<file path="src/rtl/mage_stream_dma_ch.sv">
// mage_stream_dma_ch: memory-side master for one Mage HW-FIFO channel.
// Streams memory words into the channel FIFO, or FIFO results to memory.
module mage_stream_dma_ch #(
  parameter int DEPTH  = 4,
  parameter int ADDR_W = 32,
  parameter int LEN_W  = 16
) (
  input  logic              clk_i,
  input  logic              rst_n_i,
  input  logic              start_i,
  input  logic              dir_i,
  input  logic [ADDR_W-1:0] base_addr_i,
  input  logic [LEN_W-1:0]  len_i,
  input  logic              abort_i,
  output logic              busy_o,
  output logic              done_o,
  output logic              mem_req_o,
  output logic              mem_we_o,
  output logic [ADDR_W-1:0] mem_addr_o,
  output logic [31:0]       mem_wdata_o,
  input  logic              mem_gnt_i,
  input  logic              mem_rvalid_i,
  input  logic [31:0]       mem_rdata_i,
  output logic              fifo_push_o,
  output logic [31:0]       fifo_data_o,
  input  logic              fifo_full_i,
  output logic              fifo_pop_o,
  input  logic [31:0]       fifo_data_i,
  input  logic              fifo_empty_i
);

  localparam int PW = $clog2(DEPTH);
  localparam int CW = PW + 1;
  localparam logic [CW:0] DEPTH_C = (CW+1)'(DEPTH);

  typedef enum logic [2:0] {
    S_IDLE, S_READ, S_WRITE, S_DRAIN, S_DONE
  } state_e;

  state_e            state_q;
  logic [ADDR_W-1:0] addr_q;
  logic [LEN_W-1:0]  len_q;
  logic [LEN_W-1:0]  issued_q;
  logic [LEN_W-1:0]  pushed_q;
  logic [LEN_W-1:0]  popped_q;
  logic [LEN_W-1:0]  written_q;
  logic [LEN_W-1:0]  written_d;
  logic [CW-1:0]     outst_q;
  logic [CW-1:0]     outst_d;
  logic [CW-1:0]     cnt_q;
  logic [CW-1:0]     cnt_d;
  logic [PW-1:0]     wr_ptr_q;
  logic [PW-1:0]     rd_ptr_q;
  logic [31:0]       rbuf_q [DEPTH];
  logic [31:0]       hold_q;
  logic              hold_v_q;

  logic rd_req;
  logic wr_req;
  logic gnt;
  logic store;
  logic push;
  logic pop;

  // Handshake decisions; abort blocks FIFO traffic in its own cycle.
  always_comb begin
    rd_req = (state_q == S_READ) && (issued_q < len_q) &&
             (({1'b0, outst_q} + {1'b0, cnt_q}) < DEPTH_C);
    wr_req = (state_q == S_WRITE) && hold_v_q;
    gnt    = (rd_req || wr_req) && mem_gnt_i;
    store  = (state_q == S_READ) && mem_rvalid_i;
    push   = (state_q == S_READ) && !abort_i &&
             (cnt_q != '0) && !fifo_full_i;
    pop    = (state_q == S_WRITE) && !abort_i && !fifo_empty_i &&
             (!hold_v_q || gnt) && (popped_q < len_q);
    written_d = written_q + LEN_W'(wr_req && mem_gnt_i);
    outst_d = outst_q;
    unique case ({gnt, mem_rvalid_i})
      2'b10:   outst_d = outst_q + CW'(1);
      2'b01:   outst_d = outst_q - CW'(1);
      default: outst_d = outst_q;
    endcase
    cnt_d = cnt_q;
    unique case ({store, push})
      2'b10:   cnt_d = cnt_q + CW'(1);
      2'b01:   cnt_d = cnt_q - CW'(1);
      default: cnt_d = cnt_q;
    endcase
  end

  assign busy_o      = (state_q != S_IDLE);
  assign done_o      = (state_q == S_DONE);
  assign mem_req_o   = rd_req || wr_req;
  assign mem_we_o    = (state_q == S_WRITE);
  assign mem_addr_o  = addr_q;
  assign mem_wdata_o = hold_q;
  assign fifo_push_o = push;
  assign fifo_data_o = rbuf_q[rd_ptr_q];
  assign fifo_pop_o  = pop;

  // Transfer FSM with its counters, read buffer and write hold register.
  always_ff @(posedge clk_i or negedge rst_n_i) begin
    if (!rst_n_i) begin
      state_q   <= S_IDLE;
      addr_q    <= '0;
      len_q     <= '0;
      issued_q  <= '0;
      pushed_q  <= '0;
      popped_q  <= '0;
      written_q <= '0;
      outst_q   <= '0;
      cnt_q     <= '0;
      wr_ptr_q  <= '0;
      rd_ptr_q  <= '0;
      hold_q    <= '0;
      hold_v_q  <= 1'b0;
      for (int i = 0; i < DEPTH; i++) rbuf_q[i] <= '0;
    end else begin
      outst_q   <= outst_d;
      cnt_q     <= cnt_d;
      written_q <= written_d;
      if (gnt) addr_q <= addr_q + ADDR_W'(4);
      if (rd_req && mem_gnt_i) issued_q <= issued_q + LEN_W'(1);
      if (store) begin
        rbuf_q[wr_ptr_q] <= mem_rdata_i;
        wr_ptr_q         <= wr_ptr_q + PW'(1);
      end
      if (push) begin
        rd_ptr_q <= rd_ptr_q + PW'(1);
        pushed_q <= pushed_q + LEN_W'(1);
      end
      if (pop) begin
        hold_q   <= fifo_data_i;
        hold_v_q <= 1'b1;
        popped_q <= popped_q + LEN_W'(1);
      end else if (wr_req && mem_gnt_i) begin
        hold_v_q <= 1'b0;
      end
      unique case (state_q)
        S_IDLE: begin
          if (start_i) begin
            addr_q    <= base_addr_i;
            len_q     <= len_i;
            issued_q  <= '0;
            pushed_q  <= '0;
            popped_q  <= '0;
            written_q <= '0;
            if (len_i == '0) state_q <= S_DONE;
            else if (dir_i)  state_q <= S_WRITE;
            else             state_q <= S_READ;
          end
        end
        S_READ: begin
          if (abort_i) state_q <= S_DRAIN;
          else if (push && (pushed_q + LEN_W'(1) == len_q))
            state_q <= S_DONE;
        end
        S_WRITE: begin
          if (abort_i) state_q <= S_DRAIN;
          else if ((written_d == len_q) && (outst_d == '0))
            state_q <= S_DONE;
        end
        S_DRAIN: begin
          cnt_q    <= '0;
          wr_ptr_q <= '0;
          rd_ptr_q <= '0;
          hold_v_q <= 1'b0;
          if (outst_q == '0) state_q <= S_IDLE;
        end
        S_DONE: state_q <= S_IDLE;
        default: state_q <= S_IDLE;
      endcase
    end
  end

endmodule

</file>
<file path="config.mk">
export PLATFORM = sky130hd
export DESIGN_NAME = mage_stream_dma_ch
export DESIGN_NICKNAME = d
export VERILOG_FILES = /design/src/rtl/mage_stream_dma_ch.sv
export SDC_FILE = /design/constraint.sdc
export NUM_CORES = 1
export LEC_CHECK = 0
export ABC_AREA = 1
export CORE_MARGIN = 2
export CORE_UTILIZATION = 55
export DETAILED_ROUTE_END_ITERATION = 12
export DONT_BUFFER_PORTS = 1
export PLACE_DENSITY = 0.7
export RECOVER_POWER = 25
export SLEW_MARGIN = 20
export SYNTH_ARGS = -nofsm -noshare
export SYNTH_HDL_FRONTEND = slang
export SYNTH_SLANG_ARGS = --single-unit
</file>
<file path="constraint.sdc">
create_clock -name clk_i -period 4.1 [get_ports clk_i]
set_input_delay 0.82 -clock clk_i [delete_from_list [all_inputs] [get_ports clk_i]]
set_output_delay 0.82 -clock clk_i [all_outputs]
set_load 0.05 [all_outputs]
</file>
==> flow_metrics.tcl <==
set metrics [dict create \
    status "finished, final reports clean" \
    synthMuxAreaShare_pct 0 \
    max_stage_delay_ps 480 \
    synth_top_area_share_pct 45.9 \
    portBuffers 0 \
    netlist_instances 2048 \
    ys_seq_area_share_pct 45.9 \
    ys_seq_elements 286 \
    fmax_mhz 272 \
    via_count 13500 \
    ir_drop_uv 683 \
    synth_fa_ha_area_share_pct 3.79 \
    critPathRequiredTime_ps 4510 \
    synth_top_family_by_area "simple AND/OR/NAND/NOR gates" \
    worst_slew_pin_slew_ps 940 \
    htree_levels 2 \
    synth_area_mm2 0.0156 \
    dpl.hpwl_um 26600 \
    die_h_um 172 \
    criticalPathCategory "flip-flop to flip-flop" \
    cts_root_buffer "clkbuf_16" \
    maxSlewHeadroom_pct 36.7 \
    grt_max_degree 287 \
    synthArstFlopShare_pct 100 \
    arrival_ps 4090 \
    layout_min_cycle_time_ps 3670 \
    num_rows 61 \
    drcViolationCount 0 \
    cp_max_fo 4 \
    hold_viol 0 \
    wirelength_um 40100 \
    ant_nets 0 \
    synth-edff-count 0 \
    cpMostUsedCell "nand2_1" \
    cts.sink_count 286 \
    clk_latency_ps 530 \
    die_w_um 172 \
    crit_path_end_kind "flip-flop" \
    antenna_found_initial 1 \
    yosys_warnings 0 \
    initial_utilization_pct 55.9 \
    yosys.area.top_type "dfrtp_1" \
    clockBufferDepth 3 \
    drive_above_1_share_pct 7.62 \
    die_area_mm2 0.0297 \
    cts_inserted_buffers 34 \
    hold_path.class "input pin to async pin" \
    p_leak_nw 8.59 \
    post-cts-setup-buffers 0 \
    synth-compound-area-share_pct 12.7 \
    synth_cell_type_count 50 \
    area_delta_synth_final_pct 10.7 \
    clk_pin_slew_ps 60 \
    cpMaxStageDelayCell "fa_1" \
    netlist_top_cells_area "dfrtp_1, nand2_1, o21ai_0" \
    powerDensity_mw_per_mm2 879 \
    grt_pass1_wl_um 64400 \
    viasPerCell 5.52 \
    worst-path-buf-inv 2 \
    ys.flop_type "dfrtp_1" \
    place_congestion 0.943 \
    drv_cap 0 \
    detail_route.wl_per_cell_um 16.3 \
    fillCellCount 2491 \
    setup_viol 0 \
    skew_ps 11.9 \
    grt_use_total_pct 27.2 \
    finalCritPeriodShare_pct 89.6 \
    io_pins 223 \
    yosys.area_share.simple_pct 26.8 \
    grt_pass1_vias 12800 \
    tns_ps 0 \
    tritoncts "yes" \
    layout.nets 2219 \
    rsz0062_at_grt "no" \
    slew_violations 0 \
    synth_xor_area_share_pct 3.33 \
    coreArea_mm2 0.0279 \
    start_kind "flip-flop" \
    syn-num-nets 2215 \
    avgSynthCellArea_um2 7.61 \
    cpLargestDelayFamily "simple AND/OR/NAND/NOR gates" \
    dr.pass1.iters 6 \
    finalPower_mw 15.2 \
    grt_overflow_total 0 \
    drtIter0Drc 1414 \
]
## layout by cell type, fill, tap and decap left out, drive strengths merged, types with 21 or more instances in the layout
cell,instances
nand2,612
dfrtp,286
o21ai,256
inv,208
nor2,183
nand3,104
a21oi,57
buf,48
clkbuf,47
ha,44
xor2,41
nor3,37
o22ai,33
or2,28
nand4,21
## logic make-up after synthesis
family	count (synthesis)
and+or+nand+nor	1004
AOI/OAI and AO/OA	370
buffers and inverters	289
DFF	286
xor gates and xnor gates	53
adders and majority gates	46
## final cells by class
cell class / instances / area, µm² / area share [%]
clock inverters: 11 / 146 / 0.849
well taps: 378 / 473 / 2.74
inverters: 208 / 781 / 4.53
multi-input cells: 1473 / 7300 / 42.3
diodes: 1 / 2.50 / 0.0145
repair buffers: 49 / 390 / 2.26
clock buffers: 47 / 990 / 5.74
flip-flops and latches: 286 / 7160 / 41.5
## sequential cells by signal, indices dropped and copies added, names as in the netlist, 2 cells and up
| register | count |
|---|---|
| rbuf_q | 128 |
| mem_addr_o | 32 |
| mem_wdata_o | 32 |
| issued_q | 16 |
| len_q | 16 |
| popped_q | 16 |
| pushed_q | 16 |
| written_q | 16 |
| cnt_q | 3 |
| outst_q | 3 |
| state_q | 3 |
| rd_ptr_q | 2 |
| wr_ptr_q | 2 |
## metrics by stage
step	hold slack [ps]	util (%)	setup WS (ps)	instance area, µm²	cells
6_report	13.8	61.9	427	17200	2453
2_1_floorplan	448	-	624	15600	2048
5_1_grt	0.629	61.9	3.10	17200	2453
4_1_cts	-17.1	61.7	358	17200	2450
3_3_place_gp	461	57.6	590	16000	2392
3_5_place_dp	468	57.6	476	16000	2392
## metal layers
metal	GRT usage, %	up-vias	share of wire, %
met3	7.37	57	8.7
met4	7.86	0	2.1
met1	36.6	6396	44
met5	0	-	0
met2	43.2	462	45
li1	-	6629	-
## Yosys cell counts (6+ instances only)
cell / n
or2_2: 27
inv_1: 200
xor2_1: 41
inv_2: 6
dfrtp_1: 286
nor4_1: 11
o21ai_0: 251
a21oi_1: 56
nand3_1: 103
buf_6: 6
ha_1: 44
o22ai_1: 33
buf_2: 11
nor2_1: 180
o21bai_1: 7
nand4_1: 21
xnor2_1: 8
nor3_1: 35
clkbuf_1: 55
nand2_1: 607
## path summary, 6_finish.rpt
check                                start      endpoint  slack, ps  depth (start not counted)
worst min register to register  rbuf_q[69]    rbuf_q[69]        480                          2
max in group asynchronous          rst_n_i     len_q[13]       3370                          1
worst min-delay path               rst_n_i  written_q[8]         10                          0
worst max-delay path              len_q[1]    state_q[1]        430                         30
min in group clk_i                 start_i  issued_q[10]        380                          1
worst max register to register    len_q[1]    state_q[1]        430                         30
## report_power, final
| group | internal, mW | switching, mW | leakage [nW] |
|---|---|---|---|
| Clock | 1.83 | 1.23 | 0.567 |
| Sequential | 3.91 | 2.01 | 3.68 |
| Combinational | 2.02 | 4.15 | 4.35 |
## repair_timing
action,in CTS,in global routing
gates resized for setup,0,1
endpoints found under the setup margin,0,3
hold endpoints to repair,172,46
No activity file was read; power rests on OpenSTA's default activity.
